## src/rtl/if_id_stage_ctrl_pkg.sv

```systemverilog
// Shared pipeline constants and the fetch-control FSM encoding.
package pipe_pkg;

  localparam int          DATA_W    = 32;
  localparam logic [31:0] RESET_PC  = 32'h0000_0000;
  localparam logic [31:0] NOP_INSTR = 32'h0000_0000;

  typedef enum logic [1:0] {
    RUN   = 2'd0,
    STALL = 2'd1,
    FLUSH = 2'd2
  } fetch_state_t;

endpackage

```

## src/rtl/if_id_stage_ctrl_pc_reg.sv

```systemverilog
// Program counter with hold enable and a redirect-target load that beats the hold.
module pc_reg #(
  parameter int                DATA_W   = 32,
  parameter logic [DATA_W-1:0] RESET_PC = '0
) (
  input  logic              clk,
  input  logic              reset,
  input  logic              hold,
  input  logic              load,
  input  logic [DATA_W-1:0] target,
  output logic [DATA_W-1:0] pc,
  output logic [DATA_W-1:0] pc_plus4
);

  // Sequential increment wraps naturally at 2^DATA_W.
  assign pc_plus4 = pc + DATA_W'(4);

  always_ff @(posedge clk) begin
    if (reset)      pc <= RESET_PC;
    else if (load)  pc <= target;
    else if (!hold) pc <= pc_plus4;
  end

endmodule

```

## src/rtl/if_id_stage_ctrl.sv

```systemverilog
// Fetch-side control: owns PC and IF/ID, applies hazard stalls, squashes on MEM-stage redirects.
module if_id_stage_ctrl #(
  parameter int                DATA_W    = pipe_pkg::DATA_W,
  parameter logic [DATA_W-1:0] RESET_PC  = DATA_W'(pipe_pkg::RESET_PC),
  parameter int                MAX_STALL = 3
) (
  input  logic              Clk,
  input  logic              Reset,
  input  logic              Hazard,
  input  logic              MBranchTaken,
  input  logic [DATA_W-1:0] MTarget,
  input  logic [DATA_W-1:0] IFInstr,
  output logic [DATA_W-1:0] PC,
  output logic [DATA_W-1:0] IDInstr,
  output logic [DATA_W-1:0] IDPCPlus4,
  output logic              IDValid,
  output logic              IDEXBubble,
  output logic              FlushEX,
  output logic [1:0]        StallCount,
  output logic              StallErr
);

  import pipe_pkg::*;

  localparam logic [DATA_W-1:0] NOP = DATA_W'(NOP_INSTR);

  fetch_state_t      state, state_next;
  logic              stall;
  logic [DATA_W-1:0] pc_plus4;

  // A redirect always wins, and a hazard against an empty slot has nothing to protect.
  assign stall      = Hazard & IDValid & ~MBranchTaken;
  assign IDEXBubble = stall | MBranchTaken | ~IDValid;
  assign FlushEX    = MBranchTaken;

  pc_reg #(
    .DATA_W   (DATA_W),
    .RESET_PC (RESET_PC)
  ) u_pc_reg (
    .clk      (Clk),
    .reset    (Reset),
    .hold     (stall),
    .load     (MBranchTaken),
    .target   (MTarget),
    .pc       (PC),
    .pc_plus4 (pc_plus4)
  );

  always_ff @(posedge Clk) begin
    if (Reset) begin
      IDInstr   <= NOP;
      IDPCPlus4 <= '0;
      IDValid   <= 1'b0;
    end else if (MBranchTaken) begin
      IDInstr   <= NOP;
      IDPCPlus4 <= '0;
      IDValid   <= 1'b0;
    end else if (!stall) begin
      IDInstr   <= IFInstr;
      IDPCPlus4 <= pc_plus4;
      IDValid   <= 1'b1;
    end
  end

  always_ff @(posedge Clk) begin
    if (Reset) state <= RUN;
    else       state <= state_next;
  end

  always_comb begin
    state_next = state;
    if (MBranchTaken) begin
      state_next = FLUSH;
    end else begin
      case (state)
        RUN:     state_next = stall ? STALL : RUN;
        STALL:   state_next = stall ? STALL : RUN;
        FLUSH:   state_next = RUN;
        default: state_next = RUN;
      endcase
    end
  end

  // StallErr latches on the stall cycle that would push past the legal length.
  always_ff @(posedge Clk) begin
    if (Reset) begin
      StallCount <= 2'd0;
      StallErr   <= 1'b0;
    end else begin
      if (stall) begin
        if (StallCount != 2'd3) StallCount <= StallCount + 2'd1;
        if (int'(StallCount) == MAX_STALL) StallErr <= 1'b1;
      end else begin
        StallCount <= 2'd0;
      end
    end
  end

endmodule

```

## config.mk

```make
export PLATFORM = sky130hd
export DESIGN_NAME = if_id_stage_ctrl
export DESIGN_NICKNAME = d
export VERILOG_FILES = /design/src/rtl/if_id_stage_ctrl_pkg.sv /design/src/rtl/if_id_stage_ctrl_pc_reg.sv /design/src/rtl/if_id_stage_ctrl.sv
export SDC_FILE = /design/constraint.sdc
export NUM_CORES = 1
export LEC_CHECK = 0
export ABC_AREA = 0
export CAP_MARGIN = 20
export CORE_ASPECT_RATIO = 0.8
export CORE_MARGIN = 2
export CORE_UTILIZATION = 48
export DETAILED_ROUTE_END_ITERATION = 8
export GPL_TIMING_DRIVEN = 0
export PLACE_DENSITY = 0.94
export SYNTH_ARGS = -nofsm -noshare
export SYNTH_HDL_FRONTEND = slang
export SYNTH_SLANG_ARGS = --single-unit
```

## constraint.sdc

```tcl
create_clock -name Clk -period 4.44 [get_ports Clk]
set_input_delay 0.888 -clock Clk [delete_from_list [all_inputs] [get_ports Clk]]
set_output_delay 0.888 -clock Clk [all_outputs]
set_load 0.05 [all_outputs]
```

==> results of run 1 <==
metal layers:
layer | global-route usage [%] | vias up | part of all wire (%)
met5 | 0 | - | 0
met2 | 50.6 | 364 | 47
met1 | 41.1 | 2364 | 39
met4 | 14.2 | 0 | 3.0
met3 | 8.32 | 58 | 11
li1 | - | 2264 | -
power groups by stage:
stage | clock network (mW) | logic (mW) | registers, mW
after floorplan | 0 | 0.123 | 1.16
final | 0.748 | 0.471 | 0.995
after CTS | 0.748 | 0.468 | 0.992
after global routing | 0.795 | 0.493 | 1.00
after global placement | 0 | 0.459 | 1.01
after detailed placement | 0 | 0.465 | 1.01
cell type report:
| cell class | instances | area (um^2) |
|---|---|---|
| Tap cell | 115 | 144 |
| Clock buffer | 10 | 229 |
| Sequential cell | 100 | 2000 |
| Fill cell | 683 | 2500 |
| Multi-Input combinational cell | 330 | 2290 |
| Timing Repair Buffer | 167 | 1670 |
| Inverter | 4 | 15.0 |
| Buffer | 53 | 214 |
| Clock inverter | 6 | 50.0 |
cells by family after synthesis:
logic type | Yosys count
AOI/OAI and AO/OA | 160
and+or+nand+nor | 144
DFF | 100
buffers and inverters | 57
xor gates and xnor gates | 21
muxes | 3
adders and majority gates | 2
metrics by stage:
stage	hold WS [ns]	cell area (um^2)	util [%]	total power, mW
after global routing	0.506	6620	72.6	2.29
final	0.493	6620	72.6	2.21
after floorplan	0.485	4520	-	1.28
after global placement	0.464	6340	69.5	1.47
after detailed placement	0.479	6340	69.5	1.48
after CTS	0.495	6620	72.6	2.21
cell usage after synthesis, types with 3 or more instances:
cell      count
a31oi_1      17
a311oi_1     13
nand2_1      22
nor4_1        4
nand3_1      12
nand4_1      15
a21oi_1       9
or3_1        15
or4_1        19
clkbuf_1     45
xor2_1       17
buf_2         3
o21ai_0      40
and4_1        6
mux2i_1       3
buf_4         3
o221a_2      37
a211oi_1     11
dfxtp_1     100
and2_1        4
nor2_1       33
o31ai_1      18
xnor2_1       4
critical path, cell delays in order:
cell	delay, ns
clkbuf_1	0.45
clkbuf_1	0.60
nor2_1	0.12
nand2_1	0.11
clkdlybuf4s50_1	0.80
path summary, 6_finish.rpt:
path / start / to / slack (ns) / cells after the start
setup / recovery: MBranchTaken / IDEXBubble / 0.58 / 5
hold / removal: StallErr$_SDFFE_PP0P_ / StallErr$_SDFFE_PP0P_ / 0.49 / 1
setup reg to reg: u_pc_reg.pc[2]$_SDFFE_PP0N_ / IDPCPlus4[28]$_SDFFE_PP0P_ / 1.64 / 8
hold reg to reg: StallErr$_SDFFE_PP0P_ / StallErr$_SDFFE_PP0P_ / 0.49 / 1
==> results.sh, run 1 <==
export IMPL_grt_max_degree=18
export IMPL_max_slew_margin_pct=53.6
export IMPL_cts_tree="yes"
export IMPL_setup_ws_ns=0.580
export IMPL_sw_frac_of_total_pct=31.8
export IMPL_p_int_mw=1.51
export IMPL_synth_top_area_cell="dfxtp_1"
export IMPL_buffer_ports_inserted=167
export IMPL_finalCritPeriodShare_pct=86.9
export IMPL_max_freq_mhz=259
export IMPL_core_um2=9110
export IMPL_worst_setup_path_start_kind="input port"
export IMPL_synth_area_um2=4520
export IMPL_maxCapViolations=0
export IMPL_worst_pin_slew_ns=0.696
export IMPL_drv_slew=0
export IMPL_hold_violations=0
export IMPL_cts_clk_slew_worst_paths_ns=0.07
export IMPL_io_pins=170
export IMPL_final_setup_skew_ns=0.00522
export IMPL_async_reset_ff_share_pct=0
export IMPL_cts_buffers=9
export IMPL_initialDrtViolationCount=693
export IMPL_die_h_um=90.8
export IMPL_syn_inst=487
export IMPL_synth_yosys_seq_area_share_pct=44.3
export IMPL_grt_pass1_vias=4958
export IMPL_postRouteAntennaNets=0
export IMPL_ys_warn_count=0
export IMPL_power_share_clock_pct=33.8
export IMPL_setup_viol=0
export IMPL_muxShareOfSynthArea_pct=0.664
export IMPL_final_min_clock_period_ns=3.86
export IMPL_synth_nets=557
export IMPL_p_comb_share_pct=21.3
export IMPL_leakagePower_nw=2.23
export IMPL_via_count=5050
export IMPL_cts_max_path_buffers=2
export IMPL_synth_edf_count=0
export IMPL_ir_drop_v=0.000186
export IMPL_dp_cells=769
export IMPL_crit_path_end_kind="output port"
export IMPL_clock_sinks=100
export IMPL_cts_root_buf="clkbuf_16"
export IMPL_postCtsSetupRepairBufs=0
export IMPL_synthXorXnorAreaFrac_pct=4.07
export IMPL_routed_via_density=6.43
export IMPL_die_area_um2=10200
export IMPL_start_util_pct=49.6
export IMPL_layout_nets=735
export IMPL_htree_levels=3
export IMPL_grt_usage_pct=32.0
export IMPL_wl_um=16500
export IMPL_dp_hpwl_um=11800
export IMPL_routedWlPerCell_um=21.0
export IMPL_hold_buffers=0
export IMPL_synth_simple_gate_area_share_pct=17.9
export IMPL_grt_antenna_before_repair=0
export IMPL_drive_above_1_share_pct=9.85
export IMPL_outcome="completed"
export IMPL_insertion_delay_ns=0.34
export IMPL_min_path_type="reg2reg"
export IMPL_grt_pass1_wl_um=26000
export IMPL_final_cell_mix="clkdlybuf4s50_1 (167), dfxtp_1 (100), clkbuf_1 (46), o21ai_0 (40), o221a_2 (37)"
export IMPL_post_cts_resized=0
export IMPL_ys_flop_type="dfxtp_1"
export IMPL_synth_compound_area_share_pct=27.4
export IMPL_area_growth_syn_to_layout_pct=46.3
export IMPL_num_rows=31
export IMPL_cp_arrival_ns=2.97
export IMPL_n_antenna_cell=0
export IMPL_synth_distinct_cells=48
export IMPL_criticalPathCategory="in2out"
export IMPL_synth_fa_ha_area_share_pct=0.553
export IMPL_seqPwrFrac_pct=44.9
export IMPL_rsz0062_at_grt="false"
export IMPL_synth_top_family_by_area="compound AO/OA/AOI/OAI gates"
export IMPL_critPathMaxFanout=10
export IMPL_postSynthAreaPerCell_um2=9.29
export IMPL_post_place_ws_ns=0.661
export IMPL_fin_setup_tns_ns=0
export IMPL_place_gp_congestion=0.913
export IMPL_dr_pass1_iters=5
export IMPL_drc=0
export IMPL_die_x_um=113
export IMPL_ys_seq_elements=100
export IMPL_p_switching_mw=0.703
export IMPL_power_density_nw_per_um2=335
export IMPL_required_ns=3.55
export IMPL_grt_ovfl_total=0
export IMPL_final_cells=785
export IMPL_yosys_area_top_type_share_pct=44.3
export IMPL_synth_area_leaders="dfxtp_1 (44%), o221a_2 (9.2%), o21ai_0 (4.4%)"
export IMPL_final_common_cell="clkdlybuf4s50_1"
(Power assumes the default switching activity.)
==> inputs of run 2 (changes only) <==
--- a/config.mk
+++ b/config.mk
@@ -6,13 +6,12 @@
 export NUM_CORES = 1
 export LEC_CHECK = 0
 export ABC_AREA = 0
-export CAP_MARGIN = 20
+export CAP_MARGIN = 5
 export CORE_ASPECT_RATIO = 0.8
-export CORE_MARGIN = 2
-export CORE_UTILIZATION = 48
+export CORE_UTILIZATION = 44
 export DETAILED_ROUTE_END_ITERATION = 8
 export GPL_TIMING_DRIVEN = 0
-export PLACE_DENSITY = 0.94
+export PLACE_DENSITY = 0.88
 export SYNTH_ARGS = -nofsm -noshare
 export SYNTH_HDL_FRONTEND = slang
 export SYNTH_SLANG_ARGS = --single-unit
==> constraint.sdc (replaced) <==
create_clock -name Clk -period 3.76 [get_ports Clk]
set_input_delay 0.752 -clock Clk [delete_from_list [all_inputs] [get_ports Clk]]
set_output_delay 0.752 -clock Clk [all_outputs]
set_load 0.05 [all_outputs]
==> run 2 against run 1 <==
Highest routed layer unchanged. Non-clock buffer count is the same. Core utilization shrank 4.6 points. Clock skew grew 0.0033 ns.
==> results.sh, run 2 (synthesized netlist as in run 1, its figures left out) <==
export IMPL_leakagePower_nw=2.25
export IMPL_cts_tree="yes"
export IMPL_grt_max_degree=19
export IMPL_via_count=4995
export IMPL_insertion_delay_ns=0.35
export IMPL_grt_pass1_wl_um=25900
export IMPL_dp_hpwl_um=12100
export IMPL_cp_common_cell="clkbuf_1"
export IMPL_min_path_type="reg2reg"
export IMPL_drc=0
export IMPL_grt_ovfl_total=0
export IMPL_highest_layer="met4"
export IMPL_cts_clk_slew_worst_paths_ns=0.07
export IMPL_drv_slew=0
export IMPL_ir_drop_v=0.000232
export IMPL_layout_nets=735
export IMPL_final_setup_skew_ns=0.00848
export IMPL_cts_max_path_buffers=2
export IMPL_worst_setup_path_start_kind="input port"
export IMPL_final_min_clock_period_ns=3.51
export IMPL_finalCritPeriodShare_pct=93.4
export IMPL_grt_usage_pct=31.9
export IMPL_buffer_ports_inserted=167
export IMPL_max_slew_margin_pct=55.3
export IMPL_postRouteAntennaNets=0
export IMPL_crit_family="buffers and inverters"
export IMPL_n_antenna_cell=0
export IMPL_die_x_um=115
export IMPL_cp_arrival_ns=2.76
export IMPL_start_util_pct=46.1
export IMPL_grt_pass1_vias=4826
export IMPL_setup_viol=0
export IMPL_critPathMaxFanout=10
export IMPL_num_rows=32
export IMPL_criticalPathCategory="in2out"
export IMPL_final_common_cell="clkdlybuf4s50_1"
export IMPL_routed_wl_met2_um=7600
export IMPL_area_growth_syn_to_layout_pct=47.5
export IMPL_htree_levels=3
export IMPL_hold_violations=0
export IMPL_worst_pin_slew_ns=0.670
export IMPL_maxCapViolations=0
export IMPL_crit_chain="clkbuf_1 -> clkbuf_1 -> nor2_1 -> nand2_1 -> clkdlybuf4s50_1"
export IMPL_outcome="completed"
export IMPL_io_pins=170
export IMPL_cp_buffers_inverters=3
export IMPL_crit_path_end_kind="output port"
export IMPL_cpPeakStageDelay_ns=0.81
export IMPL_wl_um=16600
export IMPL_cts_root_buf="clkbuf_16"
export IMPL_hold_buffers=0
export IMPL_place_gp_congestion=0.944
export IMPL_routed_via_density=6.20
export IMPL_post_cts_resized=0
export IMPL_die_area_um2=10700
export IMPL_dpl_cell_area_um2=6360
export IMPL_dr_pass1_iters=6
export IMPL_clock_sinks=100
export IMPL_die_h_um=92.7
export IMPL_wl_met1_um=7160
export IMPL_initialDrtViolationCount=546
export IMPL_fill_cells=805
export IMPL_reg2reg_depth=8
export IMPL_stdcell_area_um2=6670
export IMPL_power_density_nw_per_um2=406
export IMPL_fin_setup_tns_ns=0
export IMPL_routedWlPerCell_um=20.7
export IMPL_max_freq_mhz=285
export IMPL_cp_depth=5
export IMPL_drive_above_1_share_pct=10.0
export IMPL_grt_antenna_before_repair=0
export IMPL_cts_buffers=9
export IMPL_required_ns=3.01
export IMPL_hold_depth=1
export IMPL_slowest_stage="clkdlybuf4s50_1"
export IMPL_final_cell_mix="clkdlybuf4s50_1 (167), dfxtp_1 (100), clkbuf_1 (45), o21ai_0 (40), o221a_2 (37)"
export IMPL_postCtsSetupRepairBufs=0
export IMPL_core_um2=9810
export IMPL_wl_met3_um=1520
export IMPL_rsz0062_at_grt="false"
run 2: changes by cell type in the layout (fill, tap and decap cells not counted), sizes merged:
cell      change
bufinv        +1
clkbuf        -1
clkinvlp      -2
inv           +2
run 2: layer usage:
layer  vias up  GRT usage, %
li1       2256             -
met1      2386          43.7
met2       307          49.7
met3        46          6.22
met4         0          11.3
met5         -             0
run 2: final timing paths:
| path | startpoint | to | slack, ns |
|---|---|---|---|
| max | MBranchTaken | IDEXBubble | 0.25 |
| min | StallErr$_SDFFE_PP0P_ | StallErr$_SDFFE_PP0P_ | 0.49 |
| max reg2reg | u_pc_reg.pc[2]$_SDFFE_PP0N_ | IDPCPlus4[18]$_SDFFE_PP0P_ | 1.00 |
| min reg2reg | StallErr$_SDFFE_PP0P_ | StallErr$_SDFFE_PP0P_ | 0.49 |
run 2: metrics by stage:
step	std cells	hold WS (ns)	setup WS, ns	total power [mW]	util [%]
finish	806	0.489	0.250	2.71	68.0
global route	806	0.520	0.173	2.77	68.0
CTS	806	0.485	0.267	2.70	68.0
detailed placement	790	0.469	0.266	1.75	64.9
global placement	790	0.455	0.266	1.74	64.9
floorplan	487	0.485	1.24	1.51	-
run 2: area by class of cell:
| class | count | area, um^2 | share of cell area [%] |
|---|---|---|---|
| Buffer | 53 | 214 | 3.21 |
| Multi-Input combinational cell | 330 | 2290 | 34.3 |
| Inverter | 4 | 15.0 | 0.225 |
| Clock inverter | 7 | 82.6 | 1.24 |
| Tap cell | 136 | 170 | 2.55 |
| Sequential cell | 100 | 2000 | 30.0 |
| Clock buffer | 9 | 225 | 3.38 |
| Timing Repair Buffer | 167 | 1670 | 25.1 |
run 2: worst register-to-register path: stages (launching register included):
cell and delay (ns):
dfxtp_1 0.39, ha_1 0.29, and4_1 0.22, buf_2 0.16
nand4_1 0.26, clkbuf_1 0.43, clkbuf_1 0.55, o21ai_0 0.21
a31oi_1 0.18
run 2: where the power goes:
group,internal (mW),switching [mW],leakage (nW)
combinational,0.216,0.340,1.29
clock,0.527,0.447,0.145
sequential,1.11,0.0622,0.822
